<file path="config.mk">
export PLATFORM = sky130hd
export DESIGN_NAME = ppcache_ctrl
export DESIGN_NICKNAME = d
export VERILOG_FILES = /design/src/rtl/ppcache_ctrl.sv
export SDC_FILE = /design/constraint.sdc
export NUM_CORES = 1
export LEC_CHECK = 0
export CORE_MARGIN = 2
export CORE_UTILIZATION = 30
export CTS_CLUSTER_DIAMETER = 50
export DETAILED_ROUTE_END_ITERATION = 10
export HOLD_SLACK_MARGIN = 0.08
export PLACE_DENSITY_LB_ADDON = 0.12
export SYNTH_ARGS = -nofsm -noshare
export SYNTH_HDL_FRONTEND = slang
export SYNTH_SLANG_ARGS = --single-unit
export TNS_END_PERCENT = 20
</file>
<file path="constraint.sdc">
create_clock -name clk -period 3.5 [get_ports clk]
set_input_delay 0.7 -clock clk [delete_from_list [all_inputs] [get_ports clk]]
set_output_delay 0.7 -clock clk [all_outputs]
set_load 0.01 [all_outputs]
</file>
<file path="src/rtl/ppcache_ctrl.sv">
// ppcache_ctrl
// -----------------------------------------------------------------------------
// Sequencing controller for the SpMV ping-pong vector cache. Segment
// descriptors open a fill of the write bank; producer beats are gated into
// that bank until the segment is complete. A completed fill is handed to the
// drain side with a one-cycle bank-swap pulse, but only once the previous
// drain has finished. Filling of the next segment overlaps draining of the
// current one.
//
// Ports
//   clk, rstn           clock, asynchronous active-low reset
//   seg_start_valid/ready, seg_len
//                       segment descriptor handshake, seg_len legal 1..DATA_DEPTH
//   wr_valid/wr_ready   producer beat handshake (beats land in fill_bank)
//   rd_req/rd_grant     consumer beat request/grant from the drain bank
//   seg_done            one-cycle pulse the cycle after a segment's last grant
//   cache_select_valid  bank-swap pulse to the cache
//   cache_select        bank that becomes the read bank (1 during INIT)
//   cache_input_valid   cache write strobe (accepted producer beat)
//   cache_output_ready  cache read advance (equals rd_grant)
//   fill_bank           bank currently being written
//   err_len             sticky: a descriptor with an illegal length was seen
//   dbg_state           current FSM state (state_t encoding)
//
// Handshakes: a descriptor or write beat transfers in a cycle where both
// valid and ready are high. Ready never depends on valid, so a source may
// hold valid and wait. rd_req/rd_grant behave the same way: a beat advances
// only when rd_grant is high. Nothing transfers during INIT or SWAP.
// -----------------------------------------------------------------------------
module ppcache_ctrl #(
  parameter int DATA_DEPTH = 1024,
  parameter int ADDR_WIDTH = 10
) (
  input  logic                  clk,
  input  logic                  rstn,
  input  logic                  seg_start_valid,
  input  logic [ADDR_WIDTH:0]   seg_len,
  output logic                  seg_start_ready,
  input  logic                  wr_valid,
  output logic                  wr_ready,
  input  logic                  rd_req,
  output logic                  rd_grant,
  output logic                  seg_done,
  output logic                  cache_select_valid,
  output logic                  cache_select,
  output logic                  cache_input_valid,
  output logic                  cache_output_ready,
  output logic                  fill_bank,
  output logic                  err_len,
  output logic [1:0]            dbg_state
);

  typedef enum logic [1:0] {
    ST_INIT = 2'd0,
    ST_RUN  = 2'd1,
    ST_SWAP = 2'd2
  } state_t;

  localparam logic [ADDR_WIDTH:0] MAX_LEN = (ADDR_WIDTH+1)'(DATA_DEPTH);
  localparam logic [ADDR_WIDTH:0] ONE     = (ADDR_WIDTH+1)'(1);

  // FSM
  state_t state_q;
  state_t state_d;

  // Fill side
  logic                fill_active_q;
  logic                fill_full_q;
  logic [ADDR_WIDTH:0] fill_cnt_q;
  logic [ADDR_WIDTH:0] fill_len_q;
  logic                fill_bank_q;
  logic                err_len_q;

  // Drain side
  logic                drain_active_q;
  logic [ADDR_WIDTH:0] drain_cnt_q;
  logic [ADDR_WIDTH:0] drain_len_q;
  logic                seg_done_q;

  // Combinational decode
  logic                run;
  logic                swap_go;
  logic                sel_valid;
  logic                sel_bank;
  logic                seg_acc;
  logic                len_legal;
  logic                wr_acc;
  logic                rd_acc;
  logic [ADDR_WIDTH:0] fill_cnt_nxt;
  logic [ADDR_WIDTH:0] drain_cnt_nxt;

  // ---------------------------------------------------------------------------
  // FSM: state register
  // ---------------------------------------------------------------------------
  always_ff @(posedge clk or negedge rstn) begin
    if (!rstn) begin
      state_q <= ST_INIT;
    end else begin
      state_q <= state_d;
    end
  end

  // ---------------------------------------------------------------------------
  // FSM: next state and swap-pulse outputs
  // A swap is only taken when the fill bank is complete (fill_full implies
  // fill_active is clear) and the drain side is idle, because the cache's
  // select resets both bank pointers.
  // ---------------------------------------------------------------------------
  always_comb begin
    state_d   = state_q;
    run       = 1'b0;
    swap_go   = 1'b0;
    sel_valid = 1'b0;
    sel_bank  = 1'b0;
    case (state_q)
      ST_INIT: begin
        // Selecting bank 1 for reading points the cache's writes at bank 0.
        // The pulse is held off while reset is asserted so every output
        // except cache_select is quiet during reset.
        sel_valid = rstn;
        sel_bank  = 1'b1;
        state_d   = ST_RUN;
      end
      ST_RUN: begin
        run = 1'b1;
        if (fill_full_q && !drain_active_q) begin
          swap_go = 1'b1;
          state_d = ST_SWAP;
        end
      end
      ST_SWAP: begin
        sel_valid = 1'b1;
        sel_bank  = fill_bank_q;
        state_d   = ST_RUN;
      end
      default: begin
        state_d = ST_INIT;
      end
    endcase
  end

  // ---------------------------------------------------------------------------
  // Handshake decode
  // ---------------------------------------------------------------------------
  assign seg_start_ready = run & ~fill_active_q & ~fill_full_q;
  assign seg_acc         = seg_start_valid & seg_start_ready;
  assign len_legal       = (seg_len != '0) && (seg_len <= MAX_LEN);

  assign wr_ready        = run & fill_active_q;
  assign wr_acc          = wr_valid & wr_ready;
  assign fill_cnt_nxt    = fill_cnt_q + ONE;

  assign rd_grant        = run & drain_active_q & rd_req;
  assign rd_acc          = rd_grant;
  assign drain_cnt_nxt   = drain_cnt_q + ONE;

  // ---------------------------------------------------------------------------
  // Fill side. seg_acc and wr_acc cannot coincide (ready excludes an active
  // fill), and swap_go requires fill_full, which excludes an active fill.
  // ---------------------------------------------------------------------------
  always_ff @(posedge clk or negedge rstn) begin
    if (!rstn) begin
      fill_active_q <= 1'b0;
      fill_full_q   <= 1'b0;
      fill_cnt_q    <= '0;
      fill_len_q    <= '0;
      err_len_q     <= 1'b0;
    end else begin
      if (seg_acc) begin
        if (len_legal) begin
          fill_len_q    <= seg_len;
          fill_cnt_q    <= '0;
          fill_active_q <= 1'b1;
        end else begin
          // Illegal descriptors are consumed without starting a fill.
          err_len_q <= 1'b1;
        end
      end
      if (wr_acc) begin
        fill_cnt_q <= fill_cnt_nxt;
        if (fill_cnt_nxt == fill_len_q) begin
          fill_active_q <= 1'b0;
          fill_full_q   <= 1'b1;
        end
      end
      if (swap_go) begin
        fill_full_q <= 1'b0;
      end
    end
  end

  // The fill bank flips when SWAP completes; INIT re-establishes bank 0.
  always_ff @(posedge clk or negedge rstn) begin
    if (!rstn) begin
      fill_bank_q <= 1'b0;
    end else if (state_q == ST_INIT) begin
      fill_bank_q <= 1'b0;
    end else if (state_q == ST_SWAP) begin
      fill_bank_q <= ~fill_bank_q;
    end
  end

  // ---------------------------------------------------------------------------
  // Drain side. The completed fill's length is captured on entry to SWAP;
  // granting starts the cycle after SWAP.
  // ---------------------------------------------------------------------------
  always_ff @(posedge clk or negedge rstn) begin
    if (!rstn) begin
      drain_active_q <= 1'b0;
      drain_cnt_q    <= '0;
      drain_len_q    <= '0;
      seg_done_q     <= 1'b0;
    end else begin
      seg_done_q <= 1'b0;
      if (swap_go) begin
        drain_len_q <= fill_len_q;
        drain_cnt_q <= '0;
      end
      if (state_q == ST_SWAP) begin
        drain_active_q <= 1'b1;
      end
      if (rd_acc) begin
        drain_cnt_q <= drain_cnt_nxt;
        if (drain_cnt_nxt == drain_len_q) begin
          drain_active_q <= 1'b0;
          seg_done_q     <= 1'b1;
        end
      end
    end
  end

  // ---------------------------------------------------------------------------
  // Outputs
  // ---------------------------------------------------------------------------
  assign seg_done           = seg_done_q;
  assign cache_select_valid = sel_valid;
  assign cache_select       = sel_bank;
  assign cache_input_valid  = wr_acc;
  assign cache_output_ready = rd_grant;
  assign fill_bank          = fill_bank_q;
  assign err_len            = err_len_q;
  assign dbg_state          = state_q;

endmodule
</file>
==> results.ini <==
[placed_design]
detailed_place.area_um2=3380
gp_congestion=0.800
dpl.hpwl_um=5330
buffer_ports.inserted=27

[yosys]
async_reset_ff_share_pct=100
mappedNetlistNets=322
post_synth_inst_count=304
synth.ff_latch_count=52
syn_avg_cell_area_um2=9.76
synth_cell_type_count=53
syn_area_um2=2970
synth_most_common_cell=sky130_fd_sc_hd__dfrtp_1
synth.yosys.seq_area_share_pct=43.8
synthTopCellsByCount=52 x sky130_fd_sc_hd__dfrtp_1, 30 x sky130_fd_sc_hd__o21ai_0, 22 x sky130_fd_sc_hd__nand2_1
synthDominantCellAreaShare_pct=43.8
synth_top_area_cell=sky130_fd_sc_hd__dfrtp_1
count_of_flip_flops_with_a_built_in_enable_after_synthesis=0
synth-main-ff-cell=sky130_fd_sc_hd__dfrtp_1
synth_area_leaders=sky130_fd_sc_hd__dfrtp_1 44%, sky130_fd_sc_hd__mux2_2 5.3%, sky130_fd_sc_hd__xnor2_1 5.3%
yosys_warnings=0

[critical_path]
arrival_time_worst_endpoint_ps=2010
startpoint_type=input pin
timing.setup.critical_path_class=in2out
r2r-end=fill_active_q
timing.reg2reg.setup_slack_ps=1130
crit_required_ps=2800
critPathCaptureType=primary output
critical_path_peak_fanout=2
worst_r2r_startpoint=fill_cnt_q[0]
worst-r2r-cell-count=6

[global_routing]
initial_antenna_violation_count=0
groute.usage.overall_pct=14.0
first_global_vias=2122
first_pass_grt_wire_length_um=11300
grt_overflow=0
pin_count_of_the_biggest_net_entering_global_routing=53

[hold_path]
timing.hold.worst.start=drain_cnt_q[10]
holdCritPathClass=reg2reg
hold_path_end=drain_cnt_q[10]
holdPathStages=1

[drt]
drc=0
drt_pass1_iterations=4
detail-route-antenna-nets=0
postRouteWirelength_um=7320
via_count=2318
wl_per_cell_um=15.7
avgViaCountPerCell=4.98
drt_first_iter_violations=84

[die]
floorplan.core_area_um2=9680
ioPinCount=28
die_width_um=103
floorplan.initialDensity_pct=30.6
die-area_um2=10700
dieHeight_um=103
num_rows=36

[sta]
hold_viol=0
drv_slew=0
skew_ps=9.47
worst_pin_slew_ps=724
timing.setup.tns_ps=0
whs_ps=504
max_freq_mhz=370
timing.final.setup_violations=0
final.min_clock_period_ps=2710
rsz0062_at_grt=no
max-slew-margin-rel_pct=51.5
final_critical_path_share_of_the_clock_period_pct=77.3

[clock_tree]
clk_pin_slew_ps=100
cts.root.buffer_cell=sky130_fd_sc_hd__clkbuf_8
cts_hold_bufs=0
cts-root-to-sink-buffers=2
tritoncts.num_buffers=5
htreeDepth=2
cts.sink_count=52
worst_skew_pair.late_latency_ps=310
post-cts-setup-buffers=0
cts.repair.resized=0
tritoncts=done

[final_layout]
finish.instance_area_um2=3490
post_route_cells_drive_above_1_share_pct=12.7
area_growth_pct=17.6
nFillCells=982
n_antenna_cell=0
layout.nets=349

[power_and_ir_drop]
switchingPower_uw=956
share_seq_of_total_power_pct=42.4
internal-power_uw=1500
power_switching_share_pct=38.9
power_leakage_uw=0.00139
p_comb_share_pct=40.3
power_density_nw_per_um2=703
vdd.ir_drop.worst_mv=0.264
power.clock.fraction_pct=17.4

[run]
drv_cap=0

[status]
outcome=finished clean

[routing by layer]
metal	up-vias	share of wire, %	global-route usage, %	routed length [um]
met5	-	0	0	0
met4	0	1.1	3.34	78
met3	6	3.0	2.55	220
met2	40	45	21.1	3270
met1	1129	51	20.9	3750
li1	1143	-	-	-
[power groups by stage]
stage | Combinational, uW | Clock [uW] | Sequential, uW
floorplan | 760 | 0 | 941
global placement | 981 | 0 | 1060
detailed placement | 992 | 0 | 1060
CTS | 996 | 443 | 1050
global route | 1090 | 464 | 1080
finish | 988 | 427 | 1040
[worst max-delay path: stages]
cell and delay, ps:
sky130_fd_sc_hd__clkdlybuf4s50_1 470, sky130_fd_sc_hd__nand4b_2 170, sky130_fd_sc_hd__inv_1 120, sky130_fd_sc_hd__clkdlybuf4s50_1 540
[sequential cells by signal, summed over array words and instances, names as in the netlist]
name and count:
fill_bank 1, seg_done 1, drain_active_q 1, dbg_state 2
err_len 1, drain_len_q 11, fill_full_q 1, drain_cnt_q 11
fill_len_q 11, fill_active_q 1, fill_cnt_q 11
[worst max-delay path by stage]
stage                    start                end  depth (start not counted)
finish                wr_valid  cache_input_valid                          4
global route        seg_len[1]      fill_cnt_q[8]                          7
CTS                   wr_valid  cache_input_valid                          4
detailed placement  seg_len[1]      fill_cnt_q[8]                          7
global placement    seg_len[1]      fill_cnt_q[7]                          7
floorplan           seg_len[7]      fill_len_q[5]                          5
[layout by cell type (no fill, tap or decap), drive strengths merged, types with 2 or more instances in the layout]
cell type | Yosys | layout
ha | 2 | 2
and4 | 2 | 2
a31oi | 7 | 7
a21oi | 11 | 11
nor2 | 20 | 20
inv | 10 | 10
dfrtp | 52 | 52
xor2 | 11 | 11
xnor2 | 18 | 18
and2 | 5 | 5
clkdlybuf4s50 | 0 | 26
nand4 | 8 | 8
a21o | 4 | 4
nor3 | 6 | 6
o32ai | 2 | 2
nor2b | 7 | 7
nand3 | 14 | 14
nand2 | 23 | 23
o31ai | 4 | 4
clkbuf | 4 | 5
buf | 11 | 9
o21ai | 30 | 30
and3 | 3 | 3
mux2 | 19 | 19
o211ai | 2 | 2
nor4 | 5 | 5
or3 | 7 | 7
[cell type report]
class,instances,area [um^2],share of cell area [%]
Clock buffer,5,68.8,1.97
Clock inverter,3,42.5,1.22
Inverter,10,37.5,1.08
Multi-Input combinational cell,227,1550,44.4
Sequential cell,52,1300,37.3
Tap cell,133,166,4.77
Timing Repair Buffer,35,325,9.32
[cells by family (layout without fill, tap and decap cells)]
| kind of cell | count (synthesis) | count (layout) | synth area share (%) |
|---|---|---|---|
| adders and majority gates | 2 | 2 | 0.843 |
| and+or+nand+nor | 106 | 106 | 21.0 |
| AOI/OAI and AO/OA | 70 | 70 | 14.3 |
| buffers and inverters | 25 | 53 | 4.00 |
| xor gates and xnor gates | 29 | 29 | 8.56 |
| DFF | 52 | 52 | 43.8 |
| muxes | 20 | 20 | 7.55 |
[through the flow]
step	worst slack [ps]	util (%)	power [uW]	instances
3_3_place_gp	525	34.9	2040	457
6_report	795	36.0	2450	465
4_1_cts	757	36.0	2490	465
2_1_floorplan	1380	-	1700	304
3_5_place_dp	464	34.9	2050	457
5_1_grt	622	36.0	2630	465
Power figures use the tool's default switching activity.
